<file path="config.mk">
export PLATFORM = sky130hd
export DESIGN_NAME = serial_adder
export DESIGN_NICKNAME = d
export VERILOG_FILES = /design/src/rtl/serial_add_pkg.sv /design/src/rtl/full_adder.sv /design/src/rtl/serial_adder.sv
export SDC_FILE = /design/constraint.sdc
export NUM_CORES = 1
export LEC_CHECK = 0
export CAP_MARGIN = 0
export CORE_MARGIN = 4
export CORE_UTILIZATION = 45
export DETAILED_ROUTE_END_ITERATION = 8
export GPL_TIMING_DRIVEN = 1
export HOLD_SLACK_MARGIN = 0.05
export PLACE_DENSITY_LB_ADDON = 0.12
export SYNTH_ARGS = -nofsm -noshare
export SYNTH_HDL_FRONTEND = slang
export SYNTH_SLANG_ARGS = --single-unit
</file>
<file path="constraint.sdc">
create_clock -name CLK -period 1.7 [get_ports CLK]
set_input_delay 0.425 -clock CLK [delete_from_list [all_inputs] [get_ports CLK]]
set_output_delay 0.425 -clock CLK [all_outputs]
set_load 0.005 [all_outputs]
</file>
<file path="src/rtl/serial_add_pkg.sv">
// Shared definitions for the bit-serial adder.
// State encodings and the default operand width.
package serial_add_pkg;

    localparam int unsigned WIDTH_DEF = 8;

    typedef enum logic [1:0] {
        S_IDLE  = 2'b00,
        S_SHIFT = 2'b01,
        S_DONE  = 2'b10
    } state_e;

endpackage

</file>
<file path="src/rtl/full_adder.sv">
// Single-bit full-adder cell.
// Purely combinational; used as the serial bit-slice.
module full_adder (
    input  logic A,
    input  logic B,
    input  logic Ci,
    output logic S,
    output logic Co
);

    assign S  = A ^ B ^ Ci;
    assign Co = (A & B) | (Ci & (A ^ B));

endmodule

</file>
<file path="src/rtl/serial_adder.sv">
// Bit-serial adder: LSB-first, one bit per clock through one full adder.
// Result and carry-out are published only when the last bit is done.
module serial_adder
    import serial_add_pkg::*;
#(
    parameter int unsigned WIDTH = WIDTH_DEF
) (
    input  logic             CLK,
    input  logic             RST_N,
    input  logic             START,
    input  logic [WIDTH-1:0] A,
    input  logic [WIDTH-1:0] B,
    input  logic             CI,
    output logic             BUSY,
    output logic             DONE,
    output logic [WIDTH-1:0] S,
    output logic             CO
);

    localparam int unsigned CW = $clog2(WIDTH + 1);
    localparam logic [CW-1:0] LAST = CW'(WIDTH - 1);

    state_e           state_q, state_d;
    logic [WIDTH-1:0] a_q, a_d;
    logic [WIDTH-1:0] b_q, b_d;
    logic [WIDTH-1:0] res_q, res_d;
    logic [WIDTH-1:0] s_q, s_d;
    logic [CW-1:0]    cnt_q, cnt_d;
    logic             c_q, c_d;
    logic             co_q, co_d;
    logic             fa_s;
    logic             fa_co;

    full_adder u_fa (
        .A  (a_q[0]),
        .B  (b_q[0]),
        .Ci (c_q),
        .S  (fa_s),
        .Co (fa_co)
    );

    // Next-state, datapath shifting and result publishing.
    always_comb begin
        state_d = state_q;
        a_d     = a_q;
        b_d     = b_q;
        c_d     = c_q;
        res_d   = res_q;
        cnt_d   = cnt_q;
        s_d     = s_q;
        co_d    = co_q;
        unique case (state_q)
            S_IDLE: begin
                if (START) begin
                    a_d     = A;
                    b_d     = B;
                    c_d     = CI;
                    res_d   = '0;
                    cnt_d   = '0;
                    state_d = S_SHIFT;
                end
            end
            S_SHIFT: begin
                a_d   = a_q >> 1;
                b_d   = b_q >> 1;
                c_d   = fa_co;
                res_d = {fa_s, res_q[WIDTH-1:1]};
                cnt_d = cnt_q + CW'(1);
                if (cnt_q == LAST) begin
                    s_d     = {fa_s, res_q[WIDTH-1:1]};
                    co_d    = fa_co;
                    state_d = S_DONE;
                end
            end
            S_DONE: begin
                state_d = S_IDLE;
            end
            default: begin
                state_d = S_IDLE;
            end
        endcase
    end

    // State and datapath registers, cleared asynchronously.
    always_ff @(posedge CLK or negedge RST_N) begin
        if (!RST_N) begin
            state_q <= S_IDLE;
            a_q     <= '0;
            b_q     <= '0;
            c_q     <= 1'b0;
            res_q   <= '0;
            cnt_q   <= '0;
            s_q     <= '0;
            co_q    <= 1'b0;
        end else begin
            state_q <= state_d;
            a_q     <= a_d;
            b_q     <= b_d;
            c_q     <= c_d;
            res_q   <= res_d;
            cnt_q   <= cnt_d;
            s_q     <= s_d;
            co_q    <= co_d;
        end
    end

    assign BUSY = (state_q == S_SHIFT) || (state_q == S_DONE);
    assign DONE = (state_q == S_DONE);
    assign S    = s_q;
    assign CO   = co_q;

endmodule

</file>
==> metrics.yaml, run 1 <==
outcome: "finished, final reports clean"
leakagePower_nw: 1.02
slew_viol_final: 0
area.growth.synth_to_final_pct: 27.8
mappedNetlistNets: 169
design.die.area_um2: 4870
critical_path.max_fanout: 3
synth_top_area_cell: "sky130_fd_sc_hd__dfrtp_1"
synth-warning-count: 0
grt_antenna_before_repair: 0
syn_inst: 144
multi_input_comb_area_um2: 706
io_pins: 31
grt_setup_unrepaired: "no"
fp-row-count: 22
fin_cells: 230
yosys.cell_count.top_type: "sky130_fd_sc_hd__dfrtp_1"
antenna_cells: 0
hold_violations: 0
finalNetCount: 206
floorplan.die.width_um: 69.8
critPathArrivalTime_ns: 1.20
power_per_cell_area_nw_per_um2: 1560
power_frac_clock_pct: 17.4
worstSetupPathType: "flop to primary output"
min_period_ns: 1.63
routed-via-count: 1163
clkLatencyLatePin_ns: 0.29
tritoncts_num_sinks: 39
placement.setup.worst_slack_ns: -0.212
layout-drive-gt1-share_pct: 18.1
drt_first_pass_iters: 3
slew_headroom_pct: 68.5
start_kind: "flop"
tritoncts.num_buffers: 5
critical_path.cell_chain: "inv_2 -> ha_1 -> clkdlybuf4s15_1"
detail_route.wirelength_um: 3050
synth-async-reset-ratio_pct: 100
synth_xor_xnor_area_share_pct: 0
wire_length_of_the_first_global_routing_pass_um: 5580
dominant_combinational_cell_family_by_area_after_synthesis: "multiplexers"
detail_route.drc_violations: 0
routabilityCongestion: 0.740
mux_cell_area_share_after_synthesis_pct: 15.9
seqCellArea_um2: 976
timing.critical_path.required_ns: 1.27
crit_path_max_incr_delay_ns: 0.37
power.share.switching_pct: 34.2
synth_compound_area_share_pct: 10.6
grt_overflow: 0
place.port_buffers: 30
fillers: 310
global_route.usage.total_pct: 14.4
synth-main-ff-cell: "sky130_fd_sc_hd__dfrtp_1"
setup_slack_ns: 0.0748
combinational_cell_fraction_of_total_power_pct: 39.3
hold_buffers: 0
cellInternalPower_mw: 2.26
dp.cells: 221
power.switching_mw: 1.18
synthesis.area_per_instance_um2: 11.9
critPathBufInv: 2
synth_enable_flop_cells: 0
routed_wire_length_per_instance_um: 13.3
worstMarginPinSlew_ns: 0.472
worst_path_dominant_cell_family: "flip-flops"
post-synth-top-area-fraction_pct: 56.9
core-area_um2: 3660
synth-seq-area-share_pct: 56.9
floorplan.initialDensity_pct: 46.9
fin_worst_skew_ns: 0.00956
clockBufferDepth: 2
clk_pin_slew_worst_paths_ns: 0.08
clock.fmax_ghz: 0.615
cap_violations: 0
grt_max_degree: 40
ctsRootBufferMaster: "sky130_fd_sc_hd__clkbuf_8"
slowest_stage: "sky130_fd_sc_hd__dfrtp_1"
worst_ir_drop_vdd_uv: 790
post_synth_instance_area_um2: 1720
yosys.area_share.simple_pct: 9.55
final.period_utilization_pct: 95.6
netlist_top_cells_area: "sky130_fd_sc_hd__dfrtp_1, sky130_fd_sc_hd__mux2i_1, sky130_fd_sc_hd__mux2_2, sky130_fd_sc_hd__o21ai_0, sky130_fd_sc_hd__nand2_1"
floorplan.die.height_um: 69.8
tritoncts: "yes"
timing.hold.worst.class: "input port to asynchronous set/reset pin"
drt_iter0_drc: 43
postSynthRegisterBits: 39
synthAdderAreaFrac_pct: 4.08
share_of_power_burned_in_registers_pct: 43.3
cts-htree-levels: 2
post-dp-hpwl_um: 2160
synthTopCellsByCount: "sky130_fd_sc_hd__dfrtp_1, sky130_fd_sc_hd__nand2_1, sky130_fd_sc_hd__o21ai_0"
grt_pass1_vias: 1247
finalSetupViolCount: 0
end_kind: "primary output"
drt-vias-per-instance: 5.06
detail-route-antenna-nets: 0
design_power_total_mw: 3.43
synth.distinct_cells: 23
## flip-flops by register name (all words and copies together), names as in the netlist
register / flops
S: 8
a_q: 8
b_q: 8
res_q: 7
cnt_q: 4
state_q: 2
CO: 1
c_q: 1
## final timing paths
path,end,cells past startpoint,slack [ns],from
worst max-delay path,BUSY,3,0.07,state_q[0]$_DFFE_PN0P_
worst min-delay path,a_q[5]$_DFFE_PN0P_,2,0.17,RST_N
worst max register to register,cnt_q[3]$_DFFE_PN0P_,5,0.13,state_q[0]$_DFFE_PN0P_
worst min register to register,b_q[1]$_DFFE_PN0P_,2,0.49,b_q[1]$_DFFE_PN0P_
max in group asynchronous,S[7]$_DFFE_PN0P_,2,1.20,RST_N
min in group CLK,b_q[1]$_DFFE_PN0P_,2,0.49,b_q[1]$_DFFE_PN0P_
## power groups by stage
stage | clock network, mW | registers (mW) | logic (mW)
2_1_floorplan | 0 | 1.45 | 0.917
3_3_place_gp | 0 | 1.49 | 1.31
3_5_place_dp | 0 | 1.50 | 1.35
4_1_cts | 0.619 | 1.49 | 1.37
5_1_grt | 0.664 | 1.54 | 1.53
6_report | 0.599 | 1.49 | 1.35
## layout make-up
cell class | count | share of cell area (%)
flip-flops and latches | 39 | 44.5
multi-input cells | 94 | 32.2
repair buffers | 39 | 16.5
clock buffers | 5 | 3.14
well taps | 48 | 2.74
clock inverters | 3 | 0.684
inverters | 2 | 0.342
## metrics by stage
| step | utilization (%) | instance area (µm²) | hold slack [ns] | TNS [ns] |
|---|---|---|---|---|
| finish | 59.9 | 2190 | 0.168 | 0 |
| detailed placement | 57.3 | 2100 | 0.475 | -1.61 |
| global placement | 57.3 | 2100 | 0.464 | -1.21 |
| floorplan | - | 1720 | 0.129 | 0 |
| CTS | 59.8 | 2190 | 0.190 | 0 |
| global route | 59.9 | 2190 | 0.221 | 0 |
## layer usage
| layer | track usage (%) | vias to the layer above | part of all wire [%] |
|---|---|---|---|
| met5 | 0 | - | 0 |
| met4 | 7.02 | 0 | 1.4 |
| met3 | 3.33 | 7 | 4.0 |
| met2 | 22.9 | 18 | 46 |
| met1 | 18.5 | 562 | 48 |
| li1 | - | 576 | - |
## cell usage in the layout (no fill, tap or decap), types with 2 or more instances in the layout
| master | count |
|---|---|
| sky130_fd_sc_hd__mux2i_1 | 15 |
| sky130_fd_sc_hd__buf_4 | 9 |
| sky130_fd_sc_hd__clkinv_2 | 3 |
| sky130_fd_sc_hd__o21ai_0 | 18 |
| sky130_fd_sc_hd__a22o_1 | 8 |
| sky130_fd_sc_hd__clkdlybuf4s50_1 | 27 |
| sky130_fd_sc_hd__clkbuf_8 | 5 |
| sky130_fd_sc_hd__nand2_1 | 20 |
| sky130_fd_sc_hd__inv_2 | 2 |
| sky130_fd_sc_hd__nand2b_1 | 2 |
| sky130_fd_sc_hd__mux2_2 | 10 |
| sky130_fd_sc_hd__nand3b_1 | 2 |
| sky130_fd_sc_hd__ha_1 | 3 |
| sky130_fd_sc_hd__dfrtp_1 | 39 |
| sky130_fd_sc_hd__nand3_1 | 4 |
## cell families (layout without fill, tap and decap cells)
group | after synthesis | in the layout
compound gates | 29 | 29
buf+inv | 11 | 49
mux | 26 | 26
simple gates | 34 | 34
fa+ha+maj | 5 | 5
flops | 39 | 39
## timing repair
item                                    in CTS  in global routing
buffers inserted                             1                  0
gates resized for setup                      4                  3
endpoints found under the hold margin        0                  0
endpoints found under the setup margin       3                  3
Power figures use the tool's default switching activity.
==> run 2, diff against run 1 <==
--- a/config.mk
+++ b/config.mk
@@ -5,6 +5,7 @@
 export SDC_FILE = /design/constraint.sdc
 export NUM_CORES = 1
 export LEC_CHECK = 0
+export ABC_CLOCK_PERIOD_IN_PS = 1700
 export CAP_MARGIN = 0
 export CORE_MARGIN = 4
 export CORE_UTILIZATION = 45
==> results of run 2 <==
Final layout, timing and power as in run 1 (identical DEF).
